$ cat src/rtl/arm_shift_pkg.sv
// Shared definitions for the ARM barrel-shift blocks: FSM states, shift
// saturation limit and the architectural shift-type encodings.
package arm_shift_pkg;

    typedef enum logic [1:0] {
        ST_IDLE = 2'd0,
        ST_BUSY = 2'd1,
        ST_DONE = 2'd2
    } lsl_state_e;

    // Any shift of 33 or more gives the same all-zero result and zero carry.
    localparam int MAX_SHIFT = 33;

    typedef enum logic [1:0] {
        SHIFT_LSL = 2'b00,
        SHIFT_LSR = 2'b01,
        SHIFT_ASR = 2'b10,
        SHIFT_ROR = 2'b11
    } shift_type_e;

endpackage

$ cat src/rtl/logical_shift_left_seq.sv
// Iterative ARM LSL: shifts one bit per cycle, tracking the carry-out as the
// last bit shifted past the MSB. Valid/ready handshake on both sides.
module logical_shift_left_seq
    import arm_shift_pkg::*;
#(
    parameter int DATA_W = 32,
    parameter int CNT_W  = 6
) (
    input  logic              clk,
    input  logic              rst,
    input  logic              in_valid,
    output logic              in_ready,
    input  logic [DATA_W-1:0] shift_data,
    input  logic [7:0]        shift_num,
    input  logic              carry_in,
    output logic              out_valid,
    input  logic              out_ready,
    output logic [DATA_W-1:0] shift_out,
    output logic              shift_carry_out
);

    lsl_state_e        state_q, state_d;
    logic [DATA_W-1:0] acc_q, acc_d;
    logic              carry_q, carry_d;
    logic [CNT_W-1:0]  count_q, count_d;
    logic [CNT_W-1:0]  count_sat;

    // Saturating at 33 keeps the worst-case latency bounded for n up to 255.
    assign count_sat = (shift_num > 8'(MAX_SHIFT)) ? CNT_W'(MAX_SHIFT)
                                                   : CNT_W'(shift_num);

    always_comb begin
        state_d = state_q;
        acc_d   = acc_q;
        carry_d = carry_q;
        count_d = count_q;
        case (state_q)
            ST_IDLE: begin
                if (in_valid) begin
                    acc_d   = shift_data;
                    carry_d = carry_in;
                    count_d = count_sat;
                    state_d = (count_sat == '0) ? ST_DONE : ST_BUSY;
                end
            end
            ST_BUSY: begin
                carry_d = acc_q[DATA_W-1];
                acc_d   = {acc_q[DATA_W-2:0], 1'b0};
                count_d = count_q - CNT_W'(1);
                if (count_q == CNT_W'(1)) begin
                    state_d = ST_DONE;
                end
            end
            ST_DONE: begin
                if (out_ready) begin
                    state_d = ST_IDLE;
                end
            end
            default: begin
                state_d = ST_IDLE;
            end
        endcase
    end

    always_ff @(posedge clk) begin
        if (rst) begin
            state_q <= ST_IDLE;
            acc_q   <= '0;
            carry_q <= 1'b0;
            count_q <= '0;
        end else begin
            state_q <= state_d;
            acc_q   <= acc_d;
            carry_q <= carry_d;
            count_q <= count_d;
        end
    end

    assign in_ready        = (state_q == ST_IDLE);
    assign out_valid       = (state_q == ST_DONE);
    assign shift_out       = acc_q;
    assign shift_carry_out = carry_q;

endmodule

$ cat config.mk
export PLATFORM = sky130hd
export DESIGN_NAME = logical_shift_left_seq
export DESIGN_NICKNAME = d
export VERILOG_FILES = /design/src/rtl/arm_shift_pkg.sv /design/src/rtl/logical_shift_left_seq.sv
export SDC_FILE = /design/constraint.sdc
export NUM_CORES = 1
export LEC_CHECK = 0
export CAP_MARGIN = 20
export CORE_AREA = 2 2 50 98
export CTS_BUF_LIST = sky130_fd_sc_hd__clkbuf_16
export CTS_CLUSTER_DIAMETER = 150
export CTS_CLUSTER_SIZE = 40
export DETAILED_ROUTE_END_ITERATION = 10
export DIE_AREA = 0 0 52 100
export GPL_ROUTABILITY_DRIVEN = 0
export PLACE_DENSITY_LB_ADDON = 0.2
export SYNTH_ARGS = -nofsm -noshare
export SYNTH_HDL_FRONTEND = slang
export SYNTH_SLANG_ARGS = --single-unit
$ cat constraint.sdc
create_clock -name clk -period 2.4 [get_ports clk]
set_input_delay 0.48 -clock clk [delete_from_list [all_inputs] [get_ports clk]]
set_output_delay 0.48 -clock clk [all_outputs]
set_load 0.05 [all_outputs]
==> results of run 1 <==
layer usage:
metal  wire, um  part of all wire, %
met1       2120                   44
met2       2340                   48
met3        331                  6.8
met4         68                  1.4
met5          0                    0
layout make-up:
type                       count  area [um^2]
fill                         371         1490
multi-input combinational    157         1080
timing repair buffer          86          868
sequential                    41          821
clock buffer                   5          125
tap                           55         68.8
clock inverter                 3         37.5
inverter                       5         18.8
cells by family after synthesis:
family                     after synthesis  share of synthesized area [%]
and+or+nand+nor                         66                           16.4
AOI/OAI and AO/OA                       56                           18.9
DFF                                     41                           40.6
muxes                                   33                           16.3
buffers and inverters                   23                           6.44
adders and majority gates                2                           1.24
report_power, final:
group | switching [uW] | total (uW) | internal, uW
logic | 485 | 819 | 334
registers | 68.1 | 834 | 766
clock network | 247 | 729 | 482
total | 800 | 2380 | 1580
sequential cells by signal (all words and copies together) (netlist names):
signal	flops
count_q	6
state_q	2
shift_out	32
shift_carry_out	1
path summary, 6_finish.rpt:
kind | start | end | slack [ps]
setup / recovery | state_q[1]$_SDFFE_PP0P_ | out_valid | 170
hold / removal | count_q[4]$_SDFFE_PP0P_ | count_q[4]$_SDFFE_PP0P_ | 490
setup reg to reg | state_q[0]$_SDFFE_PP0P_ | shift_out[18]$_SDFFE_PP0P_ | 660
hold reg to reg | count_q[4]$_SDFFE_PP0P_ | count_q[4]$_SDFFE_PP0P_ | 490
through the flow:
stage | utilization, % | std cells | total power, uW
2_1_floorplan | - | 221 | 1390
3_3_place_gp | 63.3 | 344 | 1650
3_5_place_dp | 63.3 | 344 | 1670
4_1_cts | 66.9 | 352 | 2400
5_1_grt | 66.9 | 352 | 2500
6_report | 66.9 | 352 | 2380
cells in the final DEF (no fill, tap or decap), types with 3 or more instances in the layout:
| cell | n |
|---|---|
| nand2_1 | 3 |
| a31oi_1 | 3 |
| and3_1 | 3 |
| clkdlybuf4s50_1 | 79 |
| a21oi_1 | 11 |
| nor3_1 | 3 |
| buf_4 | 5 |
| dfxtp_1 | 41 |
| inv_1 | 6 |
| nor2_1 | 39 |
| a211oi_1 | 31 |
| nor2b_1 | 3 |
| o21ai_0 | 5 |
| mux2i_1 | 33 |
| clkbuf_16 | 5 |
worst max-delay path: stages, from the launching register on:
cell	delay (ps)
dfxtp_1	460
nor2b_1	200
clkdlybuf4s50_1	820
==> impl_metrics.yaml, run 1 <==
critical_path:
  worstPathRequired_ps: 1920
  cp.arrival_ps: 1750
  crit_path_start_kind: "flip-flop"
  crit_path_max_fanout: 8
  end_kind: "output pin"
  critPathKind: "reg -> out"
  r2r_cells: 5
timing:
  grt_setup_unrepaired: "false"
  final.period_utilization_pct: 93.1
  skew_ps: 2.17
  min_period_ps: 2230
  tns_ps: 0
  slew_headroom_pct: 65.1
  drv_slew: 0
  max_freq_ghz: 0.447
  fin_ws_ps: 165
  finalHoldViolations: 0
  setup_viol: 0
  tightest_slew_ps: 522
  hold-worst-slack_ps: 493
synth:
  yosysTopAreaCellShare_pct: 40.6
  post-synth-top-count-cell: "dfxtp_1"
  syn_area_per_cell_um2: 9.14
  synth_flop_cell: "dfxtp_1"
  syn_area_um2: 2020
  synth_warnings: 0
  synthArstFlopShare_pct: 0
  netlist_instances: 221
  ys_seq_area_share_pct: 40.6
  synthTopCellsByArea: "dfxtp_1 41%, mux2i_1 16%, a211oi_1 12%"
  synth_edf_count: 0
  synthDistinctLibCells: 35
  yosys.area.top_type: "dfxtp_1"
  synth_fp_nets: 268
  synthTopCellsByCount: "41 x dfxtp_1, 39 x nor2_1, 33 x mux2i_1"
  ys_seq_elements: 41
drt:
  via_count: 1914
  drt_iter0_markers: 39
  first_pass_iters: 4
  wl_per_cell_um: 13.8
  drc: 0
  wirelength_mm: 4.86
  final_antenna_net_count: 0
  viasPerCell: 5.44
clock_tree:
  ctsHoldBuffers: 0
  clock_path_buffers: 2
  cts_setup_buffers: 0
  numCtsBuffers: 5
  post_cts_resized: 0
  cts-htree-levels: 2
  clkLatencyLatePin_ps: 280
  clkTransAtPathRegs_ps: 60
  cts_tree: "built"
  clock-root-buffer: "clkbuf_16"
  cts_sinks: 41
placement:
  placed_area_um2: 2850
  dp_hpwl_mm: 3.48
  dp_slack_ps: 365
  io_buffer_count: 79
power:
  p_leak_uw: 0.00129
  irDropWorstVdd_uv: 541
  power_density_nw_per_um2: 790
global_routing:
  grt_pass1_vias: 1769
  overflow: 0
  track_usage_pct: 20.0
  grt.met2_usage_pct: 31.3
  grt-busiest-layer: "met2"
  grt_pass1_wl_mm: 8.06
  antenna_found_initial: 0
  use_met1_pct: 26.1
  met3_usage_pct: 4.46
  grt_max_degree: 69
die:
  initial_core_util_pct: 44.8
  fp-row-count: 35
  dieArea_um2: 5200
  fp.dieH_um: 100
  ios: 80
  die_w_um: 52
  fp.coreArea_um2: 4510
min_path:
  whs_path_depth: 2
  hold_path_class: "reg -> reg"
final_layout:
  final_area_um2: 3020
  diodes: 0
  area_growth_pct: 49.3
  nNetsFinal: 343
  drive_gt1_share_pct: 6.40
outcome:
  status: "finished, final reports clean"
flow_run:
  cap_viol_max_count: 0
(Power assumes the default switching activity.)
==> run 2, diff against run 1 <==
--- a/config.mk
+++ b/config.mk
@@ -14,6 +14,7 @@
 export DIE_AREA = 0 0 52 100
 export GPL_ROUTABILITY_DRIVEN = 0
 export PLACE_DENSITY_LB_ADDON = 0.2
+export SETUP_SLACK_MARGIN = 0.1
 export SYNTH_ARGS = -nofsm -noshare
 export SYNTH_HDL_FRONTEND = slang
 export SYNTH_SLANG_ARGS = --single-unit
==> constraint.sdc (replaced) <==
create_clock -name clk -period 2.4 [get_ports clk]
set_input_delay 0.24 -clock clk [delete_from_list [all_inputs] [get_ports clk]]
set_output_delay 0.24 -clock clk [all_outputs]
set_load 0.05 [all_outputs]
==> run 2 against run 1 <==
Fmax rose by 2.0%. Core utilization down 1.1 points. Power shrank 5.0%. Highest routed layer unchanged. Clock power is 15% lower. Worst hold slack improved by 0.99 ps. Global-route usage is essentially flat. Count of clock-buffer cells in the layout did not move. Critical path type unchanged. Setup slack gained 43 ps. Clock skew decreased by 0.75 ps. First-iteration DRC count is 33% higher. Via count decreased by 1.8%.
==> impl_metrics.yaml, run 2 (synthesis results as in run 1) <==
timing:
  tns_ps: 0
  final.period_utilization_pct: 91.3
  setup_viol: 0
  drv_slew: 0
  slew_headroom_pct: 62.5
  grt_setup_unrepaired: "false"
  fin_ws_ps: 209
  finalHoldViolations: 0
  max_freq_ghz: 0.456
  min_period_ps: 2190
  tightest_slew_ps: 562
  skew_ps: 1.42
final_layout:
  drive_gt1_share_pct: 5.44
  utilization_pct: 65.8
  final_common_cell: "clkdlybuf4s50_1"
  diodes: 0
  nNetsFinal: 340
  area_growth_pct: 46.9
  final_area_um2: 2970
  layout_common_cells: "79 x clkdlybuf4s50_1, 41 x dfxtp_1, 39 x nor2_1"
  largest_reg_flops: 32
drt:
  first_pass_iters: 4
  via_count: 1879
  viasPerCell: 5.38
  drt_iter0_markers: 52
  drc: 0
  wl_per_cell_um: 13.8
  final_antenna_net_count: 0
  wirelength_mm: 4.83
clock_tree:
  clock_path_buffers: 2
  cts_sinks: 41
  cts_setup_buffers: 0
  clock-root-buffer: "clkbuf_16"
  clkTransAtPathRegs_ps: 60
  cts-htree-levels: 2
  ctsHoldBuffers: 0
  cts_tree: "built"
  numCtsBuffers: 5
  post_cts_resized: 0
  clkLatencyLatePin_ps: 280
global_routing:
  grt_pass1_wl_mm: 8.10
  overflow: 0
  grt_max_degree: 69
  antenna_found_initial: 0
  track_usage_pct: 19.9
  grt_pass1_vias: 1782
placement:
  io_buffer_count: 79
  dp_slack_ps: 526
  placed_area_um2: 2830
  dp_hpwl_mm: 3.37
flow_run:
  cap_viol_max_count: 0
die:
  die_w_um: 52
  initial_core_util_pct: 44.8
  dieArea_um2: 5200
  fp.coreArea_um2: 4510
  ios: 80
  fp.dieH_um: 100
  fp-row-count: 35
critical_path:
  crit_path_max_fanout: 14
  crit_path_start_kind: "flip-flop"
  worstPathRequired_ps: 2160
  end_kind: "output pin"
  critPathKind: "reg -> out"
  cp.arrival_ps: 1950
min_path:
  hold_path_class: "reg -> reg"
outcome:
  status: "finished, final reports clean"
power:
  irDropWorstVdd_uv: 576
  power_density_nw_per_um2: 763
  p_leak_uw: 0.00126
run 2: cell types whose count changed in the layout (fill, tap and decap cells not counted):
cell	delta
buf_4	-3
bufinv_16	-1
clkinv_1	+1
clkinv_2	+1
inv_1	-1
run 2: final cells by class:
type | instances | area, um^2
well taps | 55 | 68.8
inverters | 5 | 18.8
repair buffers | 83 | 846
flip-flops and latches | 41 | 821
clock buffers | 5 | 125
multi-input cells | 157 | 1080
clock inverters | 3 | 12.5
fillers | 368 | 1540
run 2: power by group:
group	internal (uW)	switching (uW)	total (uW)
Sequential	766	72.6	839
Clock	375	244	619
Combinational	328	478	806
run 2: metrics by stage:
| step | power (uW) | cells | hold WS, ps |
|---|---|---|---|
| 2_1_floorplan | 1390 | 221 | 402 |
| 6_report | 2260 | 349 | 494 |
| 3_5_place_dp | 1660 | 341 | 483 |
| 5_1_grt | 2380 | 349 | 525 |
| 4_1_cts | 2290 | 349 | 495 |
| 3_3_place_gp | 1640 | 341 | 478 |
run 2: critical path, stage by stage, from the launching register on:
cell	delay, ps
dfxtp_1	600
nor2b_1	240
clkdlybuf4s50_1	830
run 2: routing by layer:
metal / global-route usage [%] / part of all wire [%]
met1: 26.2 / 44
met2: 30.1 / 48
met3: 5.95 / 6.3
met4: 8.10 / 1.4
met5: 0 / 0
run 2: final timing paths:
check / start / slack [ps] / cells after the start / end
worst max register to register: state_q[1]$_SDFFE_PP0P_ / 690 / 5 / count_q[3]$_SDFFE_PP0P_
worst min-delay path: count_q[4]$_SDFFE_PP0P_ / 490 / 2 / count_q[4]$_SDFFE_PP0P_
worst min register to register: count_q[4]$_SDFFE_PP0P_ / 490 / 2 / count_q[4]$_SDFFE_PP0P_
worst max-delay path: state_q[1]$_SDFFE_PP0P_ / 210 / 2 / out_valid
